### src/rtl/m_frame_pkg.sv
// ---------------------------------------------------------------------------
// m_frame_pkg
// Shared definitions for the user-data frame packer: sync word, header field
// offsets, FSM state encoding, the packed FSM control record and a helper
// that assembles the 128-bit header beat.
// ---------------------------------------------------------------------------
package m_frame_pkg;

    localparam logic [31:0] SYNC_WORD = 32'hEB90146F;

    localparam int BEAT_W = 128;
    localparam int WORD_W = 512;

    // Header beat layout (bit offsets of each field's LSB).
    localparam int HDR_SYNC_LSB = 96;
    localparam int HDR_FCNT_LSB = 64;
    localparam int HDR_LEN_LSB  = 48;
    localparam int HDR_DROP_LSB = 32;
    localparam int HDR_OVF_BIT  = 0;

    typedef enum logic [1:0] {
        ST_IDLE = 2'd0,
        ST_HDR  = 2'd1,
        ST_PAY  = 2'd2
    } frameState_t;

    // Complete FSM state: the enum plus the beat/word position inside a frame.
    typedef struct packed {
        frameState_t state;
        logic [1:0]  beatIdx;
        logic [15:0] wordIdx;
    } frameCtl_t;

    function automatic logic [BEAT_W-1:0] buildHeader(
        input logic [31:0] frameCnt,
        input logic [15:0] frameLen,
        input logic [15:0] dropCnt,
        input logic        ovf
    );
        logic [BEAT_W-1:0] hdr;
        hdr = '0;
        hdr[HDR_SYNC_LSB +: 32] = SYNC_WORD;
        hdr[HDR_FCNT_LSB +: 32] = frameCnt;
        hdr[HDR_LEN_LSB  +: 16] = frameLen;
        hdr[HDR_DROP_LSB +: 16] = dropCnt;
        hdr[HDR_OVF_BIT]        = ovf;
        return hdr;
    endfunction

endpackage

### src/rtl/m_usr_sync_fifo.sv
// ---------------------------------------------------------------------------
// m_usr_sync_fifo
// Single-clock first-word-fall-through FIFO. The head entry is visible on
// CpSv_Head_o whenever CpSl_Empty_o is low. Pointers carry one extra wrap bit
// so full and empty are distinguished without a separate counter.
// The caller guarantees it never pushes when full (unless popping in the same
// cycle) and never pops when empty.
//
// Ports:
//   CpSl_Clk_i    in   clock
//   CpSl_Rst_iN   in   asynchronous active-low reset (empties the FIFO)
//   CpSl_Push_i   in   write CpSv_Din_i this cycle
//   CpSv_Din_i    in   WIDTH-bit write data
//   CpSl_Pop_i    in   discard the head entry this cycle
//   CpSv_Head_o   out  head entry (valid when not empty)
//   CpSl_Full_o   out  all DEPTH entries occupied
//   CpSl_Empty_o  out  no entries
// ---------------------------------------------------------------------------
module m_usr_sync_fifo #(
    parameter int WIDTH = 512,
    parameter int DEPTH = 8
) (
    input  logic             CpSl_Clk_i,
    input  logic             CpSl_Rst_iN,
    input  logic             CpSl_Push_i,
    input  logic [WIDTH-1:0] CpSv_Din_i,
    input  logic             CpSl_Pop_i,
    output logic [WIDTH-1:0] CpSv_Head_o,
    output logic             CpSl_Full_o,
    output logic             CpSl_Empty_o
);

    localparam int AW = $clog2(DEPTH);

    logic [AW:0]      wrPtr;
    logic [AW:0]      rdPtr;
    logic [WIDTH-1:0] mem [DEPTH];

    always_ff @(posedge CpSl_Clk_i or negedge CpSl_Rst_iN) begin
        if (!CpSl_Rst_iN) begin
            wrPtr <= '0;
            rdPtr <= '0;
        end else begin
            if (CpSl_Push_i) wrPtr <= wrPtr + 1'b1;
            if (CpSl_Pop_i)  rdPtr <= rdPtr + 1'b1;
        end
    end

    // Storage needs no reset: a flush is just the pointers returning to zero.
    always_ff @(posedge CpSl_Clk_i) begin
        if (CpSl_Push_i) mem[wrPtr[AW-1:0]] <= CpSv_Din_i;
    end

    assign CpSv_Head_o  = mem[rdPtr[AW-1:0]];
    assign CpSl_Empty_o = (wrPtr == rdPtr);
    assign CpSl_Full_o  = (wrPtr[AW] != rdPtr[AW]) &&
                          (wrPtr[AW-1:0] == rdPtr[AW-1:0]);

endmodule

### src/rtl/m_usr_frame_pack.sv
// ---------------------------------------------------------------------------
// m_usr_frame_pack
// Buffers 512-bit user words in a FWFT FIFO and emits fixed-length frames on a
// 128-bit stream: one header beat, then FRAME_WORDS x 4 payload beats, least
// significant 128 bits of each word first. Words arriving while the FIFO is
// full are dropped, counted and flagged; the next header reports them.
//
// Stream handshake: a beat transfers on a rising edge where CpSl_TxVld_o and
// CpSl_TxRdy_i are both high. Payload beats, once valid, hold data and last
// until they transfer. The header beat samples the frame/drop counters and
// overflow flag live, so it always reports every drop seen up to its own
// transfer (a drop in the transfer cycle itself goes to the next header).
//
// Ports:
//   CpSl_Clk_i      in   user clock
//   CpSl_Rst_iN     in   asynchronous active-low reset
//   CpSl_UsrDvld_i  in   input word valid (no backpressure upstream)
//   CpSv_UsrData_i  in   512-bit input word
//   CpSl_TxVld_o    out  output beat valid
//   CpSl_TxRdy_i    in   downstream ready
//   CpSv_TxData_o   out  128-bit output beat
//   CpSl_TxLast_o   out  last beat of frame
//   CpSl_Ovf_o      out  sticky overflow, cleared when a header transfers
// ---------------------------------------------------------------------------
module m_usr_frame_pack
    import m_frame_pkg::*;
#(
    parameter int FRAME_WORDS = 16,
    parameter int FIFO_DEPTH  = 8
) (
    input  logic         CpSl_Clk_i,
    input  logic         CpSl_Rst_iN,
    input  logic         CpSl_UsrDvld_i,
    input  logic [511:0] CpSv_UsrData_i,
    output logic         CpSl_TxVld_o,
    input  logic         CpSl_TxRdy_i,
    output logic [127:0] CpSv_TxData_o,
    output logic         CpSl_TxLast_o,
    output logic         CpSl_Ovf_o
);

    localparam logic [15:0] FRAME_LEN = 16'(FRAME_WORDS);
    localparam logic [15:0] LAST_WORD = 16'(FRAME_WORDS - 1);

    logic [WORD_W-1:0] fifoHead;
    logic              fifoFull;
    logic              fifoEmpty;
    logic              fifoPush;
    logic              fifoPop;

    frameCtl_t         ctlQ;
    frameCtl_t         ctlD;
    logic              hdrHs;
    logic              dropEvt;
    logic              isLastBeat;

    logic [31:0]       frameCntQ;
    logic [31:0]       frameCntD;
    logic [15:0]       dropCntQ;
    logic [15:0]       dropCntD;
    logic              ovfQ;
    logic              ovfD;

    // A pop in the same cycle frees the slot, so a full FIFO still accepts.
    assign fifoPush = CpSl_UsrDvld_i & (~fifoFull | fifoPop);
    assign dropEvt  = CpSl_UsrDvld_i & fifoFull & ~fifoPop;

    m_usr_sync_fifo #(
        .WIDTH (WORD_W),
        .DEPTH (FIFO_DEPTH)
    ) uFifo (
        .CpSl_Clk_i   (CpSl_Clk_i),
        .CpSl_Rst_iN  (CpSl_Rst_iN),
        .CpSl_Push_i  (fifoPush),
        .CpSv_Din_i   (CpSv_UsrData_i),
        .CpSl_Pop_i   (fifoPop),
        .CpSv_Head_o  (fifoHead),
        .CpSl_Full_o  (fifoFull),
        .CpSl_Empty_o (fifoEmpty)
    );

    // FSM state register
    always_ff @(posedge CpSl_Clk_i or negedge CpSl_Rst_iN) begin
        if (!CpSl_Rst_iN) begin
            ctlQ.state   <= ST_IDLE;
            ctlQ.beatIdx <= '0;
            ctlQ.wordIdx <= '0;
        end else begin
            ctlQ <= ctlD;
        end
    end

    // FSM next state and stream outputs
    always_comb begin
        ctlD          = ctlQ;
        CpSl_TxVld_o  = 1'b0;
        CpSv_TxData_o = '0;
        CpSl_TxLast_o = 1'b0;
        fifoPop       = 1'b0;
        hdrHs         = 1'b0;
        isLastBeat    = (ctlQ.beatIdx == 2'd3) && (ctlQ.wordIdx == LAST_WORD);

        case (ctlQ.state)
            ST_IDLE: begin
                if (!fifoEmpty) ctlD.state = ST_HDR;
            end

            ST_HDR: begin
                CpSl_TxVld_o  = 1'b1;
                CpSv_TxData_o = buildHeader(frameCntQ, FRAME_LEN, dropCntQ, ovfQ);
                if (CpSl_TxRdy_i) begin
                    hdrHs        = 1'b1;
                    ctlD.state   = ST_PAY;
                    ctlD.beatIdx = '0;
                    ctlD.wordIdx = '0;
                end
            end

            ST_PAY: begin
                // An empty FIFO only stalls the frame; it never ends early.
                CpSl_TxVld_o = ~fifoEmpty;
                if (!fifoEmpty) begin
                    CpSv_TxData_o = fifoHead[{ctlQ.beatIdx, 7'd0} +: BEAT_W];
                    CpSl_TxLast_o = isLastBeat;
                    if (CpSl_TxRdy_i) begin
                        if (ctlQ.beatIdx == 2'd3) begin
                            fifoPop      = 1'b1;
                            ctlD.beatIdx = '0;
                            if (isLastBeat) begin
                                ctlD.state   = ST_IDLE;
                                ctlD.wordIdx = '0;
                            end else begin
                                ctlD.wordIdx = ctlQ.wordIdx + 16'd1;
                            end
                        end else begin
                            ctlD.beatIdx = ctlQ.beatIdx + 2'd1;
                        end
                    end
                end
            end

            default: begin
                ctlD.state = ST_IDLE;
            end
        endcase
    end

    // Counters: a drop in the header-transfer cycle wins over the clear.
    always_comb begin
        frameCntD = hdrHs ? (frameCntQ + 32'd1) : frameCntQ;
        dropCntD  = dropCntQ;
        if (dropEvt) begin
            if (hdrHs)                       dropCntD = 16'd1;
            else if (dropCntQ != 16'hFFFF)   dropCntD = dropCntQ + 16'd1;
        end else if (hdrHs) begin
            dropCntD = '0;
        end
        ovfD = dropEvt | (ovfQ & ~hdrHs);
    end

    always_ff @(posedge CpSl_Clk_i or negedge CpSl_Rst_iN) begin
        if (!CpSl_Rst_iN) begin
            frameCntQ <= '0;
            dropCntQ  <= '0;
            ovfQ      <= 1'b0;
        end else begin
            frameCntQ <= frameCntD;
            dropCntQ  <= dropCntD;
            ovfQ      <= ovfD;
        end
    end

    assign CpSl_Ovf_o = ovfQ;

endmodule

### config.mk
export PLATFORM = sky130hd
export DESIGN_NAME = m_usr_frame_pack
export DESIGN_NICKNAME = d
export VERILOG_FILES = /design/src/rtl/m_frame_pkg.sv /design/src/rtl/m_usr_sync_fifo.sv /design/src/rtl/m_usr_frame_pack.sv
export SDC_FILE = /design/constraint.sdc
export NUM_CORES = 2
export LEC_CHECK = 0
export CAP_MARGIN = 15
export CORE_UTILIZATION = 43
export CTS_CLUSTER_SIZE = 40
export DETAILED_ROUTE_END_ITERATION = 10
export HOLD_SLACK_MARGIN = 0.08
export PLACE_DENSITY = 0.62
export RECOVER_POWER = 100
export REMOVE_ABC_BUFFERS = 1
export SLEW_MARGIN = 20
export SYNTH_ARGS = -nofsm -noshare
export SYNTH_HDL_FRONTEND = slang
export SYNTH_HIERARCHICAL = 1
export SYNTH_SLANG_ARGS = --single-unit
### constraint.sdc
create_clock -name CpSl_Clk_i -period 95.5 [get_ports CpSl_Clk_i]
set_input_delay 19.1 -clock CpSl_Clk_i [delete_from_list [all_inputs] [get_ports CpSl_Clk_i]]
set_output_delay 19.1 -clock CpSl_Clk_i [all_outputs]
set_load 0.01 [all_outputs]
# Word level (Yosys, flattened, before mapping)
# Memory sizes are Yosys's and may differ from the RTL's.
# Index checks and enable logic that the tools add are counted.
# classes
n_shift	1
bitwise	10
muxes	28
reduce_logical	10
add_sub_neg	6
n_eq_ne	14
# ops
cell	n
$shiftx 512x10->128	1
$pmux 128 s2	1
$mux 128	1
$mux 16	6
$mux 20	3
$pmux 18 s2	1
$add 16x1->16 const B	2
$add 32x1->32 const B	1
$eq 16x4->1 const B	1
$ne 16x16->1 const B	1
$ne 2x2->1 const B	6
$mux 1	10
$add 4x1->4 const B	2
$mux 2	4
$pmux 2 s3	1
$reduce_and 6->1	1
$reduce_bool 2->1	3
$reduce_and 5->1	1
$and 1x1->1	4
$eq 2x2->1 const B	2
$eq 4x4->1	1
$not 1->1	4
$reduce_and 4->1	1
$eq 3x3->1	1
8 further kinds	10
# word_totals
memories	1
regBits	77
out_inout_bits	131
elab_cells	78
in_bits	516
ramBits	4096
# memory_table
memory	words	word_bits	rd	rd_ports_with_merged_regs	write_ports	line_no	rtl
uFifo.mem	8	512	1	0	1	m_usr_sync_fifo.sv:37	logic [WIDTH-1:0] mem [DEPTH];

# Depth between registers and ports, before layout
# logic_depth
ltp_word	9
depth_mapped	13
ltp_nobuf	7

# Hierarchy
# Netlist, hierarchy kept.
# by_module_without_submodules
module	seq_area_each_um2	cells_each	n_inst	area_each_um2
m_usr_sync_fifo	123198.2	5960	1	153516.0
m_usr_frame_pack	1726.7	681	1	7619.8

# Least setup slack after synthesis
# OpenSTA, ideal clock, no wires.
# synth_timing
path_kind	input port to flip-flop
startpoint	in CpSl_TxRdy_i
endpoint	mem uFifo.mem[0][0], enable pin
t_required_ps	93487
path_buffers	1
slack_ps	38965
setup_ps	2013
arrival_ps	54522
stages	5
path_cell_list	buf_2 > nand4b_1 > a21boi_0 > nand2b_1 > nor3_1
# synth_via
elab_chain_cells	7
# synth_lines
element	line_no	rtl
start: declaration	m_usr_frame_pack.sv:36	input logic CpSl_TxRdy_i,
$mux 1	m_usr_frame_pack.sv:125	if (CpSl_TxRdy_i) begin
$mux 1	m_usr_frame_pack.sv:122	if (!fifoEmpty) begin
$mux 1	m_usr_frame_pack.sv:103	case (ctlQ.state)
$or 1x1->1	m_usr_frame_pack.sv:65	assign fifoPush = CpSl_UsrDvld_i & (~fifoFull | fifoPop);
$and 1x1->1	m_usr_frame_pack.sv:65	
net fifoPush	m_usr_frame_pack.sv:48	logic fifoPush;
$mux 1	m_usr_sync_fifo.sv:51	if (CpSl_Push_i) mem[wrPtr[AW-1:0]] <= CpSv_Din_i;
$mux 1 (implied by the code)	m_usr_sync_fifo.sv:51	
end: declaration	m_usr_sync_fifo.sv:37	
# The timed path passes the listed nets, and every way through them passes these cells.

# Worst setup path in the final report
# layout_timing
startpoint	reg uFifo.rdPtr[0]
endpoint	out CpSv_TxData_o[121]
# layout_via
elab_chain_cells	4
elab_cells_between_ends	5
cone_classes	1 x eq/ne; 1 x shift; 2 x mux; 1 x memory
# layout_lines
element	line_no	rtl
start: declaration	m_usr_sync_fifo.sv:36	logic [AW:0] rdPtr;
start signal: assignment	m_usr_sync_fifo.sv:45	if (CpSl_Pop_i) rdPtr <= rdPtr + 1'b1;
$mem_v2 8x512	n/a	
net fifoHead[505]	m_usr_frame_pack.sv:45	logic [WORD_W-1:0] fifoHead;
$shiftx 512x10->128	m_usr_frame_pack.sv:123	CpSv_TxData_o = fifoHead[{ctlQ.beatIdx, 7'd0} +: BEAT_W];
$mux 128	m_usr_frame_pack.sv:122	
$pmux 128 s2	m_usr_frame_pack.sv:103	
end: declaration	m_usr_frame_pack.sv:37	output logic [127:0] CpSv_TxData_o,
# The timed path passes the listed nets, and every way through them passes these cells.

==> results.md <==
* Slew Viols, Final at 5570
* Number of I/O pins at 647
* Mapped Area at 0.1611 sq mm
* Via count at 72490
* All-layer global routing usage at 19.12%
* TritonRoute pass-1 iters at 8
* Top Usage Layer GRT: met2
* ANT nets after route at 0
* Post-CTS sizing at 0
* First-pass GRT wire length at 533000 um
* P_leak at 56.86 nW
* Fmax at 21.28 MHz
* Detail Placement HPWL at 196300 um
* Relative slew slack at -577.0%
* Max IR drop VDD at 0.01940 mV
* Critical R2R Launch: uFifo/rdPtr[0]
* Layout cells sized above 1 at 29.25%
* TritonCTS clock tree: yes
* Worst-skew pair later-pin latency at 0.96 ns
* # fillers at 29100
* Initial antenna violation count at 260
* Crit end category: primary output
* Hold Vio Cnt, Final at 0
* Worst-path clk slew at 0.06 ns
* Vias in the first global route at 76740
* Outcome: finished with violations
* # setup viols final at 0
* Met2 Resource Use GR at 32.84%
* Setup crit end: CpSv_TxData_o[121]
* Hold-fix buffers, CTS at 0
* WL final at 363500 um
* Crit path cell chain: clkbuf_1, clkbuf_1, clkbuf_1, clkbuf_1, mux4_2, mux2_2, mux4_2, nor2_1, nor2_1, dlygate4sd3_1
* GP Congestion at 0.7338
* Worst path depth at 10
* Avg Vias per Cell at 5.634
* CP bufs+invs at 5
* Commonest cells after routing, fill and taps aside: 4096 x edfxtp_1, 1152 x mux4_2, 620 x dlygate4sd3_1
* Synth Register Bits at 4173
* Reg area at 0.1249 sq mm
* Most used cell, CP: clkbuf_1
* R2R setup slack at 74.82 ns
* GRT overflow at 0
* Worst min path class: reg2reg
* Seq/Total Area, Yosys at 77.53%
* Die area at 0.3772 sq mm
* Commonest non-fill, non-tap cell in the layout: edfxtp_1
* Met3 usage at 3.859%
* Post-CTS setup buffer count at 0
* Mapped Cells at 6641
* Nets at 8010
* Row count at 224
* Worst Setup Start Kind: flip-flop
* H-Tree Level Count at 5
* Worst-case clock skew at 0.05546 ns
* Post-Route Setup TNS at 0 ns
* Tmin final at 46.99 ns
* Max incr delay on CP at 6.63 ns
* Port bufs at 646
* Core area at 0.3725 sq mm
* Syn avg cell area at 24.26 sq um
* Synth warnings at 6
* Die width at 614.2 um
* Util after Layout at 50.08%
* Total power at 4.824 mW
* Worst-Margin Slew at 10.15 ns
* RSZ-0062 raised after global routing: false
* Wire per inst at 28.25 um
* DRC errors left at 140
* CP startpoint: uFifo/rdPtr[0]
* Clock buffers created by TritonCTS at 420
* Multi-input logic area at 0.03463 sq mm
* Cells on worst reg2reg path at 12
* Clock Tree Buf Depth at 4
* Kind of critical path: reg2out
* Worst R2R End: uFifo/mem[0][90]
* PD cells at 25.86 mW/mm^2
* CP max stage cell: clkbuf_1
* Starting Density at 43.26%
* Largest net degree at the start of global routing at 150
* Crit-path max FO at 107
* Violated checks: design-rule violations, max-capacitance violations, max-slew violations
* Count of cell types in the netlist at 50
* DIE HEIGHT at 614.2 um
* Area Overhead vs Synth at 15.77%
* Largest delay share family, worst path: buffers and inverters
* CP Data Arrival Time at 27.89 ns
* Max cap viols at 96
* Critical Path RT at 76.40 ns
* # clock sinks at 4173
* Crit share post-route at 49.21%
* Root Driver: clkbuf_16
* Met1 usage at 25.17%
* First DRT Iteration DRCs at 5307
per-stage QoR:
stage               hold WS, ns  instances  setup WS, ns  instance area (sq um)
finish                   0.4996      12870         48.51                 186500
global route             0.5125      12820         43.81                 186400
CTS                      0.5010      12800         68.50                 187100
detailed placement       0.4920      12030         69.61                 173600
global placement         0.4807      12030         69.59                 173600
floorplan                0.4450       6294         21.48                 159600
layout make-up:
cell class | instances | area share (%)
Antenna cell | 70 | 0.09390
Clock buffer | 506 | 5.841
Clock inverter | 258 | 1.365
Inverter | 10 | 0.02079
Multi-Input combinational cell | 2111 | 18.56
Sequential cell | 4173 | 66.97
Tap cell | 4972 | 3.335
Timing Repair Buffer | 767 | 3.809
worst register-to-register path, stage by stage (launching register included):
cell,delay (ns)
dfrtp_1,2.11
xor2_1,0.28
nor4b_1,0.11
buf_4,0.19
nand4b_1,0.28
a21boi_0,0.64
nand2b_1,0.28
nor3_1,0.19
clkbuf_1,2.25
clkbuf_1,5.83
clkbuf_1,3.01
clkbuf_1,2.32
clkbuf_1,2.68
worst min path at each step:
stage / end / slack [ns] / cells past startpoint / start
floorplan: frameCntQ[31] / 0.45 / 1 / frameCntQ[31]
global placement: uFifo/wrPtr[3] / 0.48 / 1 / uFifo/wrPtr[3]
finish: uFifo/wrPtr[3] / 0.50 / 1 / uFifo/wrPtr[3]
detailed placement: uFifo/wrPtr[3] / 0.49 / 1 / uFifo/wrPtr[3]
global route: uFifo/wrPtr[3] / 0.51 / 1 / uFifo/wrPtr[3]
CTS: uFifo/wrPtr[3] / 0.50 / 1 / uFifo/wrPtr[3]
metal layers:
layer / routed length, um / part of all wire (%)
met5: 628 / 0.17
met4: 9074 / 2.5
met3: 23070 / 6.3
met2: 184300 / 51
met1: 146400 / 40
logic make-up after synthesis:
kind of cell    count (synthesis)  share of synthesized area (%)
flops                        4173                          77.53
mux                          1669                          19.71
buf+inv                       357                         0.9667
simple gates                  291                         0.9993
compound gates                 80                         0.3813
xor+xnor                       60                         0.3261
fa+ha+maj                      11                        0.08541
state kept, by name (all words and copies together) (netlist names):
name         cells
CpSl_Ovf_o       1
ctlQ            20
dropCntQ        16
frameCntQ       32
uFifo/mem     4096
uFifo/rdPtr      4
uFifo/wrPtr      4
synthesized netlist by cell type, drive strengths merged:
cell | instances | area (sq um)
and3 | 11 | 71.31
o311ai | 1 | 8.760
nand2 | 40 | 150.1
o21ai | 12 | 60.06
a211oi | 1 | 7.510
a21o | 2 | 15.01
nand2b | 5 | 31.28
nor3b | 3 | 32.53
a21boi | 1 | 7.510
a21oi | 7 | 35.03
clkbuf | 183 | 686.9
inv | 10 | 37.54
o31ai | 3 | 22.52
ha | 11 | 137.6
dfrtp | 77 | 1927
mux4 | 1152 | 25940
nor2 | 74 | 277.8
nand3 | 29 | 160.2
nor4 | 12 | 105.1
a31oi | 2 | 12.51
xor2 | 13 | 113.9
o211ai | 1 | 7.510
buf | 164 | 833.3
nor4b | 5 | 43.79
nand4b | 1 | 8.760
and4 | 7 | 63.81
mux2i | 1 | 10.01
nor3 | 9 | 45.04
nand4 | 19 | 133.9
mux2 | 516 | 5811
edfxtp | 4096 | 123000
a22o | 49 | 430.4
o21a | 1 | 7.510
nor2b | 2 | 12.51
or3 | 2 | 12.51
xnor2 | 47 | 411.6
and4b | 2 | 20.02
or4b | 1 | 10.01
or2 | 3 | 18.77
and2 | 66 | 412.9
power by group:
group / leakage (nW) / internal [mW] / switching, mW / total (mW)
registers: 38.2 / 2.35 / 0.0613 / 2.41
clock network: 6.56 / 0.909 / 0.691 / 1.60
logic: 12.1 / 0.362 / 0.455 / 0.817
total: 56.9 / 3.62 / 1.21 / 4.82
(Power assumes the default switching activity.)
